<file path="src/rtl/mem_read_sched.sv">
// rtl/mem_read_sched.sv - read-side burst scheduler for the SRAM farm read path
module mem_read_sched #(
    parameter int NUM_CLIENTS = 5,
    parameter int ADDR_W      = 19,
    parameter int LEN_W       = 8
) (
    input  logic                                clk,
    input  logic                                rst_n,
    input  logic [NUM_CLIENTS-1:0]              req,
    input  logic [NUM_CLIENTS-1:0][ADDR_W-1:0]  req_addr,
    input  logic [NUM_CLIENTS-1:0][LEN_W-1:0]   req_len,
    input  logic [NUM_CLIENTS-1:0]              client_priority,
    output logic [NUM_CLIENTS-1:0]              gnt,
    output logic                                sram_req,
    output logic [ADDR_W-1:0]                   sram_addr,
    output logic [2:0]                          sram_client,
    output logic                                sram_last,
    input  logic                                sram_ready,
    output logic [NUM_CLIENTS-1:0]              done,
    output logic                                busy
);

    // Client index width is fixed by the sram_client port.
    localparam int IDX_W = 3;

    typedef enum logic [1:0] {
        ST_IDLE  = 2'd0,
        ST_BURST = 2'd1,
        ST_DONE  = 2'd2
    } state_t;

    state_t             state_q,  state_d;
    logic [IDX_W-1:0]   winner_q, winner_d;
    logic [IDX_W-1:0]   rr_ptr_q, rr_ptr_d;
    logic [ADDR_W-1:0]  base_q,   base_d;
    logic [LEN_W-1:0]   last_q,   last_d;     // index of the final beat (effective length - 1)
    logic [LEN_W-1:0]   cnt_q,    cnt_d;

    logic [NUM_CLIENTS-1:0] cand;
    logic [IDX_W-1:0]       win_idx;
    logic                   win_found;
    int                     probe;

    logic                   in_burst;
    logic                   in_done;
    logic                   beat_is_last;
    logic [NUM_CLIENTS-1:0] winner_onehot;

    // Winner selection: high-priority class masks out normal clients when any
    // of them is requesting; round-robin search starts just past rr_ptr.
    always_comb begin
        cand      = req & client_priority;
        win_idx   = '0;
        win_found = 1'b0;
        probe     = 0;
        if (cand == '0) begin
            cand = req;
        end
        for (int i = 1; i <= NUM_CLIENTS; i++) begin
            probe = (int'(rr_ptr_q) + i) % NUM_CLIENTS;
            if (!win_found && cand[probe]) begin
                win_found = 1'b1;
                win_idx   = IDX_W'(probe);
            end
        end
    end

    // State and burst-context registers.
    always_ff @(posedge clk or negedge rst_n) begin
        if (!rst_n) begin
            state_q  <= ST_IDLE;
            winner_q <= '0;
            rr_ptr_q <= IDX_W'(NUM_CLIENTS - 1);
            base_q   <= '0;
            last_q   <= '0;
            cnt_q    <= '0;
        end else begin
            state_q  <= state_d;
            winner_q <= winner_d;
            rr_ptr_q <= rr_ptr_d;
            base_q   <= base_d;
            last_q   <= last_d;
            cnt_q    <= cnt_d;
        end
    end

    // Next-state logic: inputs are only sampled in IDLE, so a burst runs to
    // completion no matter what the requester does afterwards.
    always_comb begin
        state_d  = state_q;
        winner_d = winner_q;
        rr_ptr_d = rr_ptr_q;
        base_d   = base_q;
        last_d   = last_q;
        cnt_d    = cnt_q;
        unique case (state_q)
            ST_IDLE: begin
                if (win_found) begin
                    state_d  = ST_BURST;
                    winner_d = win_idx;
                    rr_ptr_d = win_idx;
                    base_d   = req_addr[win_idx];
                    // A zero length is issued as a single beat.
                    last_d   = (req_len[win_idx] == '0) ? '0
                                                        : req_len[win_idx] - LEN_W'(1);
                    cnt_d    = '0;
                end
            end
            ST_BURST: begin
                if (sram_ready) begin
                    if (cnt_q == last_q) begin
                        state_d = ST_DONE;
                    end else begin
                        cnt_d = cnt_q + LEN_W'(1);
                    end
                end
            end
            ST_DONE: begin
                state_d = ST_IDLE;
            end
            default: begin
                state_d = ST_IDLE;
            end
        endcase
    end

    // Output decode from registered state only; sram_ready never reaches here.
    always_comb begin
        in_burst      = (state_q == ST_BURST);
        in_done       = (state_q == ST_DONE);
        beat_is_last  = (cnt_q == last_q);
        winner_onehot = NUM_CLIENTS'(1) << winner_q;

        gnt         = in_burst ? winner_onehot : '0;
        done        = in_done  ? winner_onehot : '0;
        sram_req    = in_burst;
        sram_last   = in_burst && beat_is_last;
        // Row address wraps naturally at 2^ADDR_W.
        sram_addr   = in_burst ? (base_q + ADDR_W'(cnt_q)) : '0;
        sram_client = in_burst ? winner_q : '0;
        busy        = (state_q != ST_IDLE);
    end

endmodule

</file>
<file path="config.mk">
export PLATFORM = sky130hd
export DESIGN_NAME = mem_read_sched
export DESIGN_NICKNAME = d
export VERILOG_FILES = /design/src/rtl/mem_read_sched.sv
export SDC_FILE = /design/constraint.sdc
export NUM_CORES = 1
export LEC_CHECK = 0
export BUFFER_PORTS_ARGS = -buffer_cell sky130_fd_sc_hd__buf_2
export CAP_MARGIN = 30
export CORE_MARGIN = 2
export CORE_UTILIZATION = 45
export DETAILED_ROUTE_END_ITERATION = 16
export GPL_TIMING_DRIVEN = 0
export PLACE_DENSITY_LB_ADDON = 0.2
export SETUP_SLACK_MARGIN = 0.5
export SYNTH_ARGS = -nofsm -noshare
export SYNTH_HDL_FRONTEND = slang
export SYNTH_SLANG_ARGS = --single-unit
</file>
<file path="constraint.sdc">
create_clock -name clk -period 7.85 [get_ports clk]
set_clock_uncertainty 0.2 [all_clocks]
set_input_delay 1.57 -clock clk [delete_from_list [all_inputs] [get_ports clk]]
set_output_delay 1.57 -clock clk [all_outputs]
set_load 0.01 [all_outputs]
</file>
# Word level (Yosys, flattened, before mapping)
# Index checks and enable logic that the tools add are counted.
dict set report word_totals {
  regBits 43
  inputBits 148
  out_inout_bits 35
  elab_cells 94
}
dict set report classes {
  add_sub_neg 8
  div 5
  order_cmp 6
  n_eq_ne 7
  shift 1
  mux 43
  bitwise 1
  reduce_logical 17
}
# operator n
set ops {}
lappend ops {{32-bit by 5-bit less-than comparator with 1-bit output, second input constant} 5}
lappend ops {{32-bit by 4-bit remainder unit with 32-bit output, second input constant} 5}
lappend ops {{19-bit binary-select mux with 3-bit select} 1}
lappend ops {{8-bit 2-to-1 mux} 5}
lappend ops {{19-bit 2-to-1 mux} 2}
lappend ops {{8-bit binary-select mux with 3-bit select} 1}
lappend ops {{19-bit by 8-bit adder with 19-bit output} 1}
lappend ops {{3-bit 2-to-1 mux} 6}
lappend ops {{8-bit case mux with 2 select lines} 1}
lappend ops {{1-bit binary-select mux with 3-bit select} 5}
lappend ops {{1-bit 2-to-1 mux} 15}
lappend ops {{5-bit 2-to-1 mux} 3}
lappend ops {{3-bit by 2-bit adder with 4-bit output, second input constant} 2}
lappend ops {{3-bit by 3-bit adder with 4-bit output, second input constant} 2}
lappend ops {{8-bit by 1-bit adder with 8-bit output, second input constant} 1}
lappend ops {{8-bit == test} 1}
lappend ops {{8-bit zero test} 1}
lappend ops {{8-bit by 1-bit subtractor with 8-bit output, second input constant} 1}
lappend ops {{2-bit 2-to-1 mux} 3}
lappend ops {{5-bit AND} 1}
lappend ops {{1-bit logical AND} 5}
lappend ops {{5-bit zero test} 1}
lappend ops {{1-bit by 3-bit left shift with 5-bit output, first input constant} 1}
lappend ops {{3-bit by 1-bit adder with 4-bit output, second input constant} 1}
lappend ops {{other kinds (12)} 18}

# Logic depth before layout (Yosys ltp)
# Gate-level depths: netlist of run 1.
dict set report logic_depth {
  depth_word 23
  depth_mapped 29
  mapped_depth_nobuf 25
}

# Least setup slack after synthesis of run 1
# No wires, ideal clock.
dict set report synth_timing {
  path_kind {flip-flop to flip-flop}
  startpoint {reg rr_ptr_q[2]}
  endpoint {reg last_q[6]}
  arrival_ns 6.053
  t_required_ns 7.574
  slack_ns 1.521
  stages_incl_launch_ff 28
  path_buffers 7
  period_less_slack_ns 6.329
  cell_sequence {dfstp_2 buf_6 buf_2 inv_1 ha_1 buf_4 o21ai_0 o21ai_0 xnor2_1 ha_1 nand2b_1 a31o_2 buf_2 mux2i_1 a221o_1 o211a_1 a221o_1 a21oi_2 buf_6 buf_2 buf_1 mux2_2 a21oi_1 ha_1 o211ai_1 nor3_1 mux2_2 o21ai_1}
}
dict set report synth_between {
  elab_chain_cells 22
}
# item line
set synth_rtl {}
lappend synth_rtl {{from (decl)} 34} ;# logic [IDX_W-1:0] rr_ptr_q, rr_ptr_d;
lappend synth_rtl {{from (signal assigned)} 73} ;# rr_ptr_q <= IDX_W'(NUM_CLIENTS - 1);
lappend synth_rtl {{from (signal assigned)} 80} ;# rr_ptr_q <= rr_ptr_d;
lappend synth_rtl {{3-bit by 1-bit adder with 4-bit output} 60} ;# probe = (int'(rr_ptr_q) + i) % NUM_CLIENTS;
lappend synth_rtl {{32-bit by 4-bit remainder unit with 32-bit output} 60}
lappend synth_rtl {{1-bit binary-select mux with 3-bit select} 61} ;# if (!win_found && cand[probe]) begin
lappend synth_rtl {{1-bit 2-to-1 mux (not written as such) (2 in series)} 61}
lappend synth_rtl {{1-bit 2-to-1 mux} 61}
lappend synth_rtl {{1-bit zero test} 61}
lappend synth_rtl {{1-bit logical AND} 61}
lappend synth_rtl {{1-bit 2-to-1 mux} 61}
lappend synth_rtl {{(+5 left out)} -}
lappend synth_rtl {{1-bit 2-to-1 mux} 61}
lappend synth_rtl {{1-bit zero test} 61}
lappend synth_rtl {{1-bit logical AND} 61}
lappend synth_rtl {{3-bit 2-to-1 mux} 61}
lappend synth_rtl {{8-bit binary-select mux with 3-bit select} {104, 105}}
lappend synth_rtl {{8-bit 2-to-1 mux (not written as such)} {104, 105}}
lappend synth_rtl {{8-bit by 1-bit subtractor with 8-bit output / 8-bit zero test (equally long branches)} {105, 104}}
lappend synth_rtl {{8-bit 2-to-1 mux} 104} ;# last_d = (req_len[win_idx] == '0) ? '0
lappend synth_rtl {{to (signal assigned)} 82} ;# last_q <= last_d;
lappend synth_rtl {{to (decl)} 36} ;# logic [LEN_W-1:0] last_q, last_d;
# Several ways; a longest one is shown, not always the timed one. The select of a mux whose other input is x is not followed.
# A chain may end at the register's enable or synchronous reset.

==> impl_metrics.toml, run 1 <==
[setup_path]
worstPathArrival_ps = 6940
r2r-end = "last_q[6]"
r2r_start = "winner_q[0]"
cp_max_fo = 13
ff2ff_path_depth = 26
end_kind = "flip-flop"
cp_data_required_time_ps = 7860
path_class = "flip-flop to flip-flop"
r2r_slack_ps = 920
cp-start-kind = "flip-flop"

[placed_design]
dp.cells = 1116
gp_congestion = 0.928
io_buffers = 181
dp_hpwl_um = 15600

[die]
pin_count = 183
core_um2 = 12600
rows = 41
die_w_um = 118
die-area_um2 = 13900
dieHeight_um = 118
start_util_pct = 46.2

[hold_path]
hold_class = "flip-flop to flip-flop"
worstHoldEndpoint = "base_q[2]"
hold_start = "base_q[2]"
hold_depth = 2

[outcome]
outcome = "completed"

[route]
detail-route-antenna-nets = 0
firstDrtPassIters = 5
drcViolationCount = 0
drt-initial-drc-count = 455
routedWlPerCell_um = 16.8
vias = 6397
via_per_inst = 5.67
finalWirelength_um = 18900

[yosys]
syn_area_um2 = 5830
syn_nets = 947
synth.avg_cell_area_um2 = 7.64
ys_async_sr_fraction_pct = 100
synth_edf_count = 0
synthTopCellsByCount = "nand2_1, nor2_1, a21oi_1"
synth_top_area_cell = "dfrtp_1"
yosysTopAreaCellShare_pct = 17.2
yosysWarnings = 0
synthTopCellsByArea = "dfrtp_1, nand2_1, ha_1"
syn_inst = 763
synth_seq_cells = 41
synthMostInstantiatedCell = "nand2_1"
ys_seq_area_share_pct = 17.6
ys_types = 95
synth_top_flop_cell = "dfrtp_1"

[final_layout]
drive_above_1_share_pct = 27.9
stdcell_count = 1128
nets = 1137
area_delta_synth_final_pct = 23.4

[run]
cap_violations = 0

[clock_network]
clkSlewWorstSetupHoldPaths_ps = 60
cts.sinks = 41
clockRootBuffer = "clkbuf_16"
cts_tree = "yes"
cts_buffer_depth = 2
numCtsBuffers = 5
clkLatencyLatePin_ps = 280
h-tree-depth = 2

[timing]
clock.fmax_mhz = 144
maxSlewViolCount = 0
final.period_utilization_pct = 88.3
worstMarginPinSlew_ps = 774
finalSetupTns_ps = 0
relSlewSlack_pct = 48.0
hold_viol_final = 0
finalSetupViolCount = 0
fin_crit_ps = 6930
hold_ws_ps = 297
rsz0062_at_grt = "false"

[global_route]
grt.total_usage_pct = 26.6
gr-total-overflow = 0
grt_pass1_wl_um = 30300
grt_pass1_vias = 6083
antenna_found_initial = 2
grt_max_degree = 42
-- cell families (layout without fill, tap and decap cells) --
kind of cell	Yosys count	after routing	synth area share [%]
compound gates	225	225	27.9
xor+xnor	40	40	6.33
fa+ha+maj	36	36	7.86
buf+inv	78	269	6.21
flops	41	41	17.6
mux	33	33	6.40
other cells	0	2	0
simple gates	310	310	27.6
-- state kept, by name, indices dropped and copies added, names as in the netlist --
signal	count
last_q	8
state_q	2
base_q	19
cnt_q	8
rr_ptr_q	1
winner_q	3
-- per-layer routing --
| layer | global-route usage [%] | routed length [µm] | vias up |
|---|---|---|---|
| li1 | - | - | 3183 |
| met1 | 35.6 | 8280 | 2947 |
| met2 | 45.2 | 9080 | 245 |
| met3 | 4.17 | 1220 | 22 |
| met4 | 6.02 | 344 | 0 |
| met5 | 0 | 0 | - |
-- worst max-delay path: stages, from the launching register on --
cell,delay [ps]
dfrtp_2,450
buf_2,260
inv_1,140
clkbuf_4,260
ha_4,190
buf_2,180
xnor2_2,340
o211ai_1,190
and2_0,290
ha_1,300
or4_1,530
a21oi_1,140
a211o_1,140
nand4bb_1,230
a21oi_1,110
a221o_1,350
a21oi_4,200
buf_6,200
clkbuf_4,240
buf_2,240
mux2_2,360
a21oi_1,230
ha_1,220
o211ai_1,110
nor3_1,220
mux2_2,380
o21ai_1,120
-- layout make-up --
cell class | instances | area, µm²
antenna | 2 | 5.00
buffer | 48 | 254
clock buffer | 6 | 129
clock inverter | 2 | 38.8
fill | 1297 | 5430
inverter | 30 | 121
multi-input combinational | 644 | 4470
sequential | 41 | 1030
tap | 172 | 215
timing repair buffer | 183 | 933
-- placed cells by master, fill, tap and decap left out, types with 7 or more instances in the layout --
master,Yosys,routed
a311oi_1,20,20
mux2_2,13,13
and3_1,12,12
ha_1,35,34
o21ai_1,6,7
mux2i_1,17,17
a211oi_1,23,23
nand2b_1,11,11
xnor2_1,23,22
clkbuf_1,28,28
a31oi_1,9,9
o211ai_1,8,8
nand3_1,17,17
nor2b_1,7,7
nand4_1,9,9
and2_1,19,19
dfrtp_1,40,38
nor2_1,44,44
inv_1,28,28
a21o_1,10,10
buf_2,8,188
a21oi_1,42,42
and2_0,9,9
o21ai_0,40,39
xor2_1,16,16
nor3_1,18,18
nand2_1,119,119
-- metrics by stage --
| stage | utilization (%) | area [µm²] | setup slack (ps) |
|---|---|---|---|
| 6_report | 57.0 | 7190 | 916 |
| 5_1_grt | 57.0 | 7190 | 469 |
| 4_1_cts | 56.5 | 7130 | 572 |
| 3_5_place_dp | 55.1 | 6950 | 306 |
| 3_3_place_gp | 55.1 | 6950 | 288 |
| 2_1_floorplan | - | 5830 | 1520 |
-- worst max path at each step --
| stage | startpoint | endpoint | slack [ps] | cells past startpoint |
|---|---|---|---|---|
| floorplan | rr_ptr_q[2] | last_q[6] | 1520 | 27 |
| global placement | winner_q[0] | last_q[6] | 290 | 25 |
| detailed placement | winner_q[0] | last_q[4] | 310 | 27 |
| CTS | winner_q[0] | last_q[4] | 570 | 26 |
| global route | rr_ptr_q[2] | last_q[6] | 470 | 27 |
| finish | winner_q[0] | last_q[6] | 920 | 26 |
-- repair_timing --
item	4_1_cts	5_1_grt
setup endpoints to repair	8	10
hold buffers	0	0
pin swaps	0	2
buffers inserted	0	1
gates resized for setup	3	11
Power of run 1 is not shown: default switching activity piles up to over one toggle a cycle in this logic, so the estimate is an artifact.
==> run 2: changes to the inputs <==
Settings changed: CTS_BUF_LIST from default to sky130_fd_sc_hd__clkbuf_16.
==> run 2 against run 1 <==
  * Via count hardly changed
  * Register-to-register slack hardly changed
  * Final area stayed put
  * Utilization stayed put
  * Routed wire length hardly changed
  * Sequential cell count stayed put
  * First-iteration DRC count is 1.8% lower
  * Non-clock buffer count stayed put
  * Fmax hardly changed
  * Count of clock-buffer cells in the layout is 1 lower
  * Final cell count stayed put
==> impl_metrics.toml, run 2 (synthesis results as in run 1) <==
[final_layout]
nets = 1137
mostFrequentLayoutCell = "buf_2"
regMostFlops = "base_q"
drive_above_1_share_pct = 27.9
largest_reg_flops = 19
largestRegisters = "base_q x19, cnt_q x8, last_q x8"
area_delta_synth_final_pct = 23.4
layout_common_cells = "buf_2, nand2_1, nor2_1"

[route]
vias = 6402
drcViolationCount = 0
wl_met3_um = 1210
firstDrtPassIters = 5
wl_met2_um = 9090
finalWirelength_um = 18900
wl_met1_um = 8290
drt-initial-drc-count = 447
detail-route-antenna-nets = 0
highest_layer = "met4"
via_per_inst = 5.68
routedWlPerCell_um = 16.8

[global_route]
grt_pass1_vias = 6083
grt_max_degree = 42
grt_pass1_wl_um = 30300
grt.total_usage_pct = 26.6
antenna_found_initial = 2
gr-total-overflow = 0

[clock_network]
clockRootBuffer = "clkbuf_16"
cts.sinks = 41
numCtsBuffers = 5
clkSlewWorstSetupHoldPaths_ps = 60
cts_buffer_depth = 2
h-tree-depth = 2
cts_tree = "yes"
clkLatencyLatePin_ps = 280
ctsHoldBuffers = 0

[setup_path]
end_kind = "flip-flop"
r2r_start = "winner_q[0]"
cp_slowest_cell = "or4_1"
worstPathArrival_ps = 6940
r2r-end = "last_q[6]"
path_class = "flip-flop to flip-flop"
crit_end = "last_q[6]"
ff2ff_path_depth = 26
max_stage_delay_ps = 530
startpoint = "winner_q[0]"
cp_data_required_time_ps = 7860
r2r_slack_ps = 920
cp-start-kind = "flip-flop"
cp_max_fo = 13

[die]
die-area_um2 = 13900
start_util_pct = 46.2
dieHeight_um = 118
die_w_um = 118
rows = 41
pin_count = 183
core_um2 = 12600

[timing]
fin_crit_ps = 6930
worstMarginPinSlew_ps = 774
finalSetupTns_ps = 0
final.period_utilization_pct = 88.3
clock.fmax_mhz = 144
hold_viol_final = 0
maxSlewViolCount = 0
rsz0062_at_grt = "false"
relSlewSlack_pct = 48.0
finalSetupViolCount = 0

[outcome]
outcome = "completed"

[placed_design]
io_buffers = 181
gp_congestion = 0.928
dp_hpwl_um = 15600

[run]
cap_violations = 0

[hold_path]
hold_class = "flip-flop to flip-flop"
[run 2: changes by cell type in the layout (fill, tap and decap cells not counted)]
| cell | before | now |
|---|---|---|
| clkbuf_1 | 28 | 27 |
| inv_1 | 28 | 29 |
[run 2: area by class of cell]
cell class                 instances  area [µm²]
fill                            1297        5430
clock buffer                       5         125
clock inverter                     3        42.5
tap                              172         215
timing repair buffer             183         933
multi-input combinational        644        4470
antenna                            2        5.00
buffer                            48         254
sequential                        41        1030
inverter                          30         121
[run 2: what timing repair did]
action,CTS,global route
hold endpoints to repair,0,0
resized for setup,3,11
pin swaps,0,2
endpoints found under the setup margin,8,10
setup buffers,0,1
[run 2: worst min path at each step]
stage / from / cells after the start / to
final: base_q[2] / 2 / base_q[2]
after CTS: base_q[2] / 2 / base_q[2]
after global routing: base_q[2] / 2 / base_q[2]
after floorplan: base_q[0] / 2 / base_q[0]
after global placement: base_q[2] / 2 / base_q[2]
after detailed placement: base_q[2] / 2 / base_q[2]
[run 2: metrics by stage]
stage / util, % / std cells / worst slack (ps) / hold slack (ps) / instance area, µm²
after floorplan: - / 763 / 1520 / 256 / 5830
after CTS: 56.5 / 1124 / 572 / 300 / 7130
after global routing: 57.0 / 1128 / 469 / 331 / 7190
after detailed placement: 55.1 / 1116 / 306 / 284 / 6950
final: 57.0 / 1128 / 919 / 297 / 7190
after global placement: 55.1 / 1116 / 288 / 274 / 6950
[run 2: critical path: cells and delay by family (launching register included)]
| family | cells | cell delay [ps] |
|---|---|---|
| AO/OA/AOI/OAI | 9 | 1590 |
| XOR/XNOR | 1 | 330 |
| adder cells (fa/ha/maj) | 3 | 710 |
| buffers and inverters | 7 | 1520 |
| flip-flops | 1 | 450 |
| multiplexers | 2 | 740 |
| AND/OR/NAND/NOR | 4 | 1270 |
[run 2: layer usage]
metal / GRT usage, % / up-vias
met2: 45.2 / 241
met5: 0 / -
met1: 35.6 / 2957
li1: - / 3182
met4: 6.02 / 0
met3: 4.17 / 22
Power of run 2 is left out for the same reason.
